<file path="config.mk">
export PLATFORM = sky130hd
export DESIGN_NAME = cu_fetch_seq
export DESIGN_NICKNAME = d
export VERILOG_FILES = /design/src/rtl/cu_fetch_seq.sv
export SDC_FILE = /design/constraint.sdc
export NUM_CORES = 1
export LEC_CHECK = 0
export CORE_ASPECT_RATIO = 0.7
export CORE_MARGIN = 2
export CORE_UTILIZATION = 30
export CTS_BUF_LIST = sky130_fd_sc_hd__clkbuf_16
export DETAILED_ROUTE_END_ITERATION = 12
export PLACE_DENSITY = 0.65
export SETUP_SLACK_MARGIN = 0.3
export SLEW_MARGIN = 20
export SYNTH_ARGS = -nofsm -noshare
export SYNTH_HDL_FRONTEND = slang
export SYNTH_SLANG_ARGS = --single-unit
</file>
<file path="constraint.sdc">
create_clock -name Clk -period 4 [get_ports Clk]
set_input_delay 0.8 -clock Clk [delete_from_list [all_inputs] [get_ports Clk]]
set_output_delay 0.8 -clock Clk [all_outputs]
set_load 0.05 [all_outputs]
</file>
<file path="src/rtl/cu_fetch_seq.sv">
// Fetch/sequence controller: FETCH -> WAIT -> DECODE -> EXEC -> CHECK, with a trap state.
// Define CU_TIMEOUT_EN to enable the MFC wait timeout (trap_code 2).
module cu_fetch_seq #(
    parameter int          ADDR_W   = 32,
    parameter int unsigned PC_LIMIT = 508,
    parameter int unsigned TRAP_VEC = 0,
    parameter int          TIMEOUT  = 16
) (
    input  logic              Clk,
    input  logic              Reset,
    input  logic              MFC,
    input  logic [31:0]       mem_data,
    input  logic              exec_done,
    input  logic              br_taken,
    input  logic [ADDR_W-1:0] br_target,
    input  logic              annul,
    input  logic              trap_ack,
    output logic              MFA,
    output logic [ADDR_W-1:0] MAR,
    output logic [31:0]       IR,
    output logic [ADDR_W-1:0] PC,
    output logic [ADDR_W-1:0] nPC,
    output logic [1:0]        op,
    output logic              dispatch_valid,
    output logic              trap,
    output logic [1:0]        trap_code
);

    if (TIMEOUT < 2) begin : g_bad_timeout
        $error("cu_fetch_seq: TIMEOUT must be >= 2");
    end

    localparam logic [ADDR_W-1:0] LIMIT = ADDR_W'(PC_LIMIT);
    localparam logic [ADDR_W-1:0] VEC   = ADDR_W'(TRAP_VEC);
    localparam logic [ADDR_W-1:0] FOUR  = ADDR_W'(4);
    localparam logic [ADDR_W-1:0] EIGHT = ADDR_W'(8);

    typedef enum logic [2:0] {
        S_FETCH, S_WAIT, S_DECODE, S_EXEC, S_CHECK, S_TRAP
    } state_t;

    state_t            state, state_nx;
    logic [ADDR_W-1:0] pc_nx, npc_nx, mar_nx;
    logic [31:0]       ir_nx;
    logic              mfa_nx, dv_nx, trap_nx;
    logic [1:0]        code_nx;

`ifdef CU_TIMEOUT_EN
    localparam int CNT_W = (TIMEOUT > 2) ? $clog2(TIMEOUT) : 1;
    localparam logic [CNT_W-1:0] CNT_LAST = CNT_W'(TIMEOUT - 1);
    logic [CNT_W-1:0] cnt, cnt_nx;

    always_ff @(posedge Clk or negedge Reset) begin
        if (!Reset) cnt <= '0;
        else        cnt <= cnt_nx;
    end
`endif

    always_ff @(posedge Clk or negedge Reset) begin
        if (!Reset) begin
            state          <= S_FETCH;
            PC             <= '0;
            nPC            <= FOUR;
            MAR            <= '0;
            IR             <= '0;
            MFA            <= 1'b0;
            dispatch_valid <= 1'b0;
            trap           <= 1'b0;
            trap_code      <= 2'd0;
        end else begin
            state          <= state_nx;
            PC             <= pc_nx;
            nPC            <= npc_nx;
            MAR            <= mar_nx;
            IR             <= ir_nx;
            MFA            <= mfa_nx;
            dispatch_valid <= dv_nx;
            trap           <= trap_nx;
            trap_code      <= code_nx;
        end
    end

    always_comb begin
        state_nx = state;
        pc_nx    = PC;
        npc_nx   = nPC;
        mar_nx   = MAR;
        ir_nx    = IR;
        mfa_nx   = MFA;
        dv_nx    = 1'b0;
        trap_nx  = trap;
        code_nx  = trap_code;
`ifdef CU_TIMEOUT_EN
        cnt_nx   = cnt;
`endif
        case (state)
            S_FETCH: begin
                mar_nx   = PC;
                mfa_nx   = 1'b1;
`ifdef CU_TIMEOUT_EN
                cnt_nx   = '0;
`endif
                state_nx = S_WAIT;
            end
            S_WAIT: begin
                // dispatch_valid is raised with IR so it is high for the DECODE cycle
                if (MFC) begin
                    ir_nx    = mem_data;
                    mfa_nx   = 1'b0;
                    dv_nx    = 1'b1;
                    state_nx = S_DECODE;
                end
`ifdef CU_TIMEOUT_EN
                else if (cnt == CNT_LAST) begin
                    mfa_nx   = 1'b0;
                    trap_nx  = 1'b1;
                    code_nx  = 2'd2;
                    state_nx = S_TRAP;
                end else begin
                    cnt_nx = cnt + 1'b1;
                end
`endif
            end
            S_DECODE: state_nx = S_EXEC;
            S_EXEC: begin
                if (exec_done) begin
                    if (br_taken) begin
                        pc_nx  = nPC;
                        npc_nx = br_target;
                    end else if (annul) begin
                        pc_nx  = nPC + FOUR;
                        npc_nx = nPC + EIGHT;
                    end else begin
                        pc_nx  = nPC;
                        npc_nx = nPC + FOUR;
                    end
                    state_nx = S_CHECK;
                end
            end
            S_CHECK: begin
                // misalignment outranks the limit check
                if (PC[1:0] != 2'b00) begin
                    trap_nx  = 1'b1;
                    code_nx  = 2'd3;
                    state_nx = S_TRAP;
                end else if (PC > LIMIT) begin
                    trap_nx  = 1'b1;
                    code_nx  = 2'd1;
                    state_nx = S_TRAP;
                end else begin
                    state_nx = S_FETCH;
                end
            end
            S_TRAP: begin
                if (trap_ack) begin
                    pc_nx    = VEC;
                    npc_nx   = VEC + FOUR;
                    trap_nx  = 1'b0;
                    code_nx  = 2'd0;
                    state_nx = S_FETCH;
                end
            end
            default: state_nx = S_FETCH;
        endcase
    end

    assign op = IR[31:30];

endmodule

</file>
# ---- Word level (Yosys, flattened, before mapping)
# Index checks and enable logic that the tools add are counted.
dict set report classes {
  addsub 2
  mux 28
  mul 0
  n_bitwise 0
  n_reduce_logical 10
  n_lt_le_gt_ge 1
  div_mod_pow 0
  n_shift 0
  eq_ne 9
}
# op n
set ops {}
lappend ops {{$mux 32} 8}
lappend ops {{$pmux 32 s2} 2}
lappend ops {{$add 32x3->32 const B} 1}
lappend ops {{$add 32x4->32 const B} 1}
lappend ops {{$gt 32x9->1 const B} 1}
lappend ops {{$pmux 3 s6} 1}
lappend ops {{$mux 3} 5}
lappend ops {{$reduce_and 3->1} 3}
lappend ops {{$reduce_bool 2->1} 4}
lappend ops {{$eq 3x2->1 const B} 2}
lappend ops {{$eq 3x3->1 const B} 2}
lappend ops {{$mux 1} 6}
lappend ops {{$mux 2} 3}
lappend ops {{$ne 2x2->1 const B} 3}
lappend ops {{$pmux 1 s2} 2}
lappend ops {{$pmux 2 s2} 1}
lappend ops {{$reduce_and 2->1} 2}
lappend ops {{$eq 3x1->1 const B} 1}
lappend ops {{$logic_not 3->1} 1}
lappend ops {{$ne 3x3->1 const B} 1}
dict set report totals {
  elab_cells 59
  mem_count 0
  out_inout_bits 135
  mem_bits_rw 0
  ff_bits 136
  latch_bits 0
  rom_bits 0
}

# ---- Longest topological paths before layout
dict set report logic_depth {
  ltp_word 5
  depth_mapped 9
}

# ---- Worst setup path after synthesis
# OpenSTA, ideal clock, no wires.
dict set report synth_timing {
  path_kind {flip-flop to flip-flop}
  start {reg nPC[3]}
  end {reg PC[28]}
  setup_time_ns 0.083
  stages_incl_launch_ff 9
  path_slack_ns 1.557
  t_arrival_ns 2.360
  path_cell_list {dfrtp_1 -> ha_1 -> clkbuf_8 -> nand3b_1 -> or3_1 -> nor2_1 -> nand3_1 -> xor2_1 -> o21ai_0}
}
dict set report synth_between {
  elab_chain_cells 5
}
# item line_no
set synth_rtl {}
lappend synth_rtl {{start, declared} 22} ;# output logic [ADDR_W-1:0] nPC,
lappend synth_rtl {{start signal, assigned} 73} ;# nPC <= npc_nx;
lappend synth_rtl {{$add 32x3->32} 131} ;# pc_nx = nPC + FOUR;
lappend synth_rtl {{$mux 32} 130} ;# end else if (annul) begin
lappend synth_rtl {{$mux 32} 127} ;# if (br_taken) begin
lappend synth_rtl {{$mux 32} 126} ;# if (exec_done) begin
lappend synth_rtl {{$pmux 32 s2} 96} ;# case (state)
lappend synth_rtl {{end signal, assigned} 72} ;# PC <= pc_nx;
lappend synth_rtl {{end, declared} 21} ;# output logic [ADDR_W-1:0] PC,
# Every way passes these cells. The select of a mux whose other input is x is not followed.
# A chain may end at the register's enable or synchronous reset.

# ---- Worst setup path in the final report
dict set report layout_timing {
  start {reg nPC[2]}
  end {reg PC[28]}
}
# Same word-level chain as after synthesis.

==> flow_metrics.py <==
metrics = {
    "synthesis": {
        "synth_top_area_cell": "dfrtp_1",
        "synth_fp_nets": 779,
        "netlist_area_um2": 6990,
        "async_flop_share": 1.00,
        "synth_top_flop_cell": "dfrtp_1",
        "syn_inst": 705,
        "ys_top_cells_by_area": "dfrtp_1 48%, mux2_2 10%, o21ai_0 5.7%",
        "synth_cell_types": 62,
        "synth-edff-count": 0,
        "yosys_warnings": 0,
        "synth_top_area_frac": 0.480,
        "syn_avg_cell_area_um2": 9.92,
        "ys_ff_latch": 135,
        "synth_seq_area_share": 0.483,
    },
    "power_and_ir_drop": {
        "p_sw_frac": 0.486,
        "max-vdd-ir-drop_mv": 0.545,
        "internal-power_uw": 4710,
        "p_seq_frac": 0.291,
        "p_sw_uw": 4460,
        "power_frac_clock": 0.176,
        "combinationalPowerShare": 0.533,
        "p_leak_uw": 0.00391,
        "powerDensity_nw_per_um2": 931,
    },
    "setup_path": {
        "r2r_setup_slack_ns": 1.13,
        "worstSetupStartpointType": "flip-flop",
        "arrival_ns": 3.21,
        "timing.rr.end": "PC[28]",
        "r2r_cells": 7,
        "path_max_fanout": 13,
        "cp-end-kind": "flip-flop",
        "path_class": "reg -> reg",
        "r2r_start": "nPC[2]",
        "cp.required_ns": 4.34,
    },
    "routing": {
        "vias_per_cell": 5.16,
        "dr_wl_met2_um": 9570,
        "drtPass1Iterations": 5,
        "drt-wirelength-per-cell_um": 18.7,
        "dr.first_iter.drc_count": 548,
        "vias": 6280,
        "wl_met1_um": 10900,
        "dr.max_layer_used": "met5",
        "totalWireLength_um": 22700,
        "ant_nets": 0,
        "drc": 0,
        "route.met3.wl_um": 2090,
    },
    "global_routing": {
        "gr-total-overflow": 0,
        "antenna_found_initial": 1,
        "grt_usage": 0.186,
        "grt_pass1_vias": 6010,
        "grt_pass1_wl_um": 35800,
        "grt_max_degree": 85,
    },
    "job": {
        "maxCapViolCount": 0,
    },
    "timing": {
        "finalSetupViolCount": 0,
        "fin_tns_setup_ns": 0,
        "tightest_slew_ns": 0.982,
        "grt_setup_unrepaired": "no",
        "slew_viol_final": 0,
        "hold_viol_final": 0,
        "skew_ns": 0.00747,
        "fmax_mhz": 349,
        "worst_slack_ns": 1.13,
        "post-route-period-util": 0.716,
        "fin_crit_ns": 2.87,
        "slew_headroom": 0.344,
    },
    "clock_network": {
        "clkLatencyLatePin_ns": 0.42,
        "hold_buffers": 0,
        "cts_buffer_depth": 2,
        "clkTransAtPathRegs_ns": 0.06,
        "post-cts-setup-buffers": 0,
        "cts_tree": "done",
        "clkSinkCount": 135,
        "clockRootBuffer": "clkbuf_16",
        "cts_resized": 0,
        "cts_buffers": 17,
        "htreeDepth": 4,
    },
    "finish": {
        "antenna_cells": 0,
        "synthToLayoutAreaGrowth_pct": 40.9,
        "fin_util": 0.432,
        "drive_above_1_share": 0.131,
        "nets": 967,
        "layout_common_cells": "204 x clkdlybuf4s50_1, 134 x dfrtp_1, 95 x nand2_1, 80 x o21ai_0, 64 x mux2_2",
        "final_common_cell": "clkdlybuf4s50_1",
        "stdcell_count": 1218,
    },
    "die": {
        "core-area_um2": 22800,
        "die_x_um": 186,
        "start_util": 0.307,
        "die-height_um": 132,
        "rows": 46,
        "io_pins": 206,
        "dieArea_um2": 24600,
    },
    "place": {
        "gp_congestion": 0.910,
        "port_buffers": 205,
        "placed_cells_incl_taps": 1186,
        "dp_hpwl_um": 16900,
        "dp_slack_ns": 0.832,
    },
    "min_path": {
        "hold_class": "in -> async",
    },
    "outcome": {
        "run_status": "completed",
    },
}
==> power groups by stage <==
stage | logic [uW] | clock network (uW) | registers, uW
2_1_floorplan | 1540 | 0 | 4310
5_1_grt | 5130 | 1720 | 2760
3_3_place_gp | 4870 | 0 | 2660
6_report | 4890 | 1620 | 2670
3_5_place_dp | 4900 | 0 | 2680
4_1_cts | 4920 | 1660 | 2670
==> metrics by stage <==
step                      power, uW  instance area (um^2)  hold WS (ns)
after floorplan                5850                  6990         0.504
after global placement         7530                  9260         0.488
after detailed placement       7590                  9260         0.495
after CTS                      9240                  9850         0.468
after global routing           9610                  9850         0.501
final                          9170                  9850         0.434
==> layout make-up <==
cell class | count | area, um^2
Fill cell | 2215 | 12900
Sequential cell | 135 | 3380
Multi-Input combinational cell | 511 | 3290
Timing Repair Buffer | 218 | 2160
Clock buffer | 17 | 425
Tap cell | 312 | 390
Clock inverter | 15 | 170
Inverter | 10 | 37.5
==> sequential cells by signal, summed over array words and instances (netlist names) <==
name / count
IR: 32
MAR: 32
MFA: 1
PC: 32
dispatch_valid: 1
nPC: 32
state: 3
trap_code: 2
==> worst max-delay path by stage <==
stage / endpoint / from / cells after the start / slack (ns)
2_1_floorplan: PC[28] / nPC[3] / 8 / 1.56
3_3_place_gp: PC[28] / annul / 7 / 0.92
3_5_place_dp: PC[28] / annul / 7 / 0.83
4_1_cts: PC[28] / nPC[2] / 7 / 1.13
5_1_grt: PC[28] / nPC[2] / 7 / 0.96
6_report: PC[28] / nPC[2] / 7 / 1.13
==> Yosys cell counts, types with 4 or more instances <==
cell type  number
nand2_1        96
o31ai_1         9
nand3_1        18
nor4_1         14
xor2_1         11
clkbuf_8        5
dfrtp_1       134
inv_1           9
nand4_1        12
clkbuf_1       25
nand3b_1        4
a22oi_1         6
mux2i_1         6
o221ai_1        5
a31oi_1         5
buf_2           4
o21ai_0        80
nor2_1         45
a21o_1          5
buf_6           4
mux2_2         64
and2_1          5
o2bb2ai_1       4
a21oi_1        24
nor3_1         19
or3_1           5
o21a_1          5
xnor2_1        25
nand2b_1        4
buf_4           8
==> worst max-delay path, cell delays in order (launching register included) <==
cell	delay [ns]
dfstp_2	0.70
ha_1	0.48
nand3b_1	0.29
or3_1	0.54
nor2_1	0.34
nand3_1	0.14
xor2_1	0.16
o21ai_0	0.14
==> metal layers <==
metal	global-route usage	up-vias
met2	0.264	305
li1	-	2886
met5	0	-
met4	0.0507	2
met1	0.273	3066
met3	0.0562	21
==> logic make-up after synthesis <==
group | count (synthesis) | share of synthesized area
adders and majority gates | 3 | 0.00537
xor gates and xnor gates | 36 | 0.0451
buffers and inverters | 59 | 0.0488
and+or+nand+nor | 245 | 0.172
muxes | 70 | 0.112
DFF | 135 | 0.483
AOI/OAI and AO/OA | 157 | 0.134
Power figures use the tool's default switching activity.
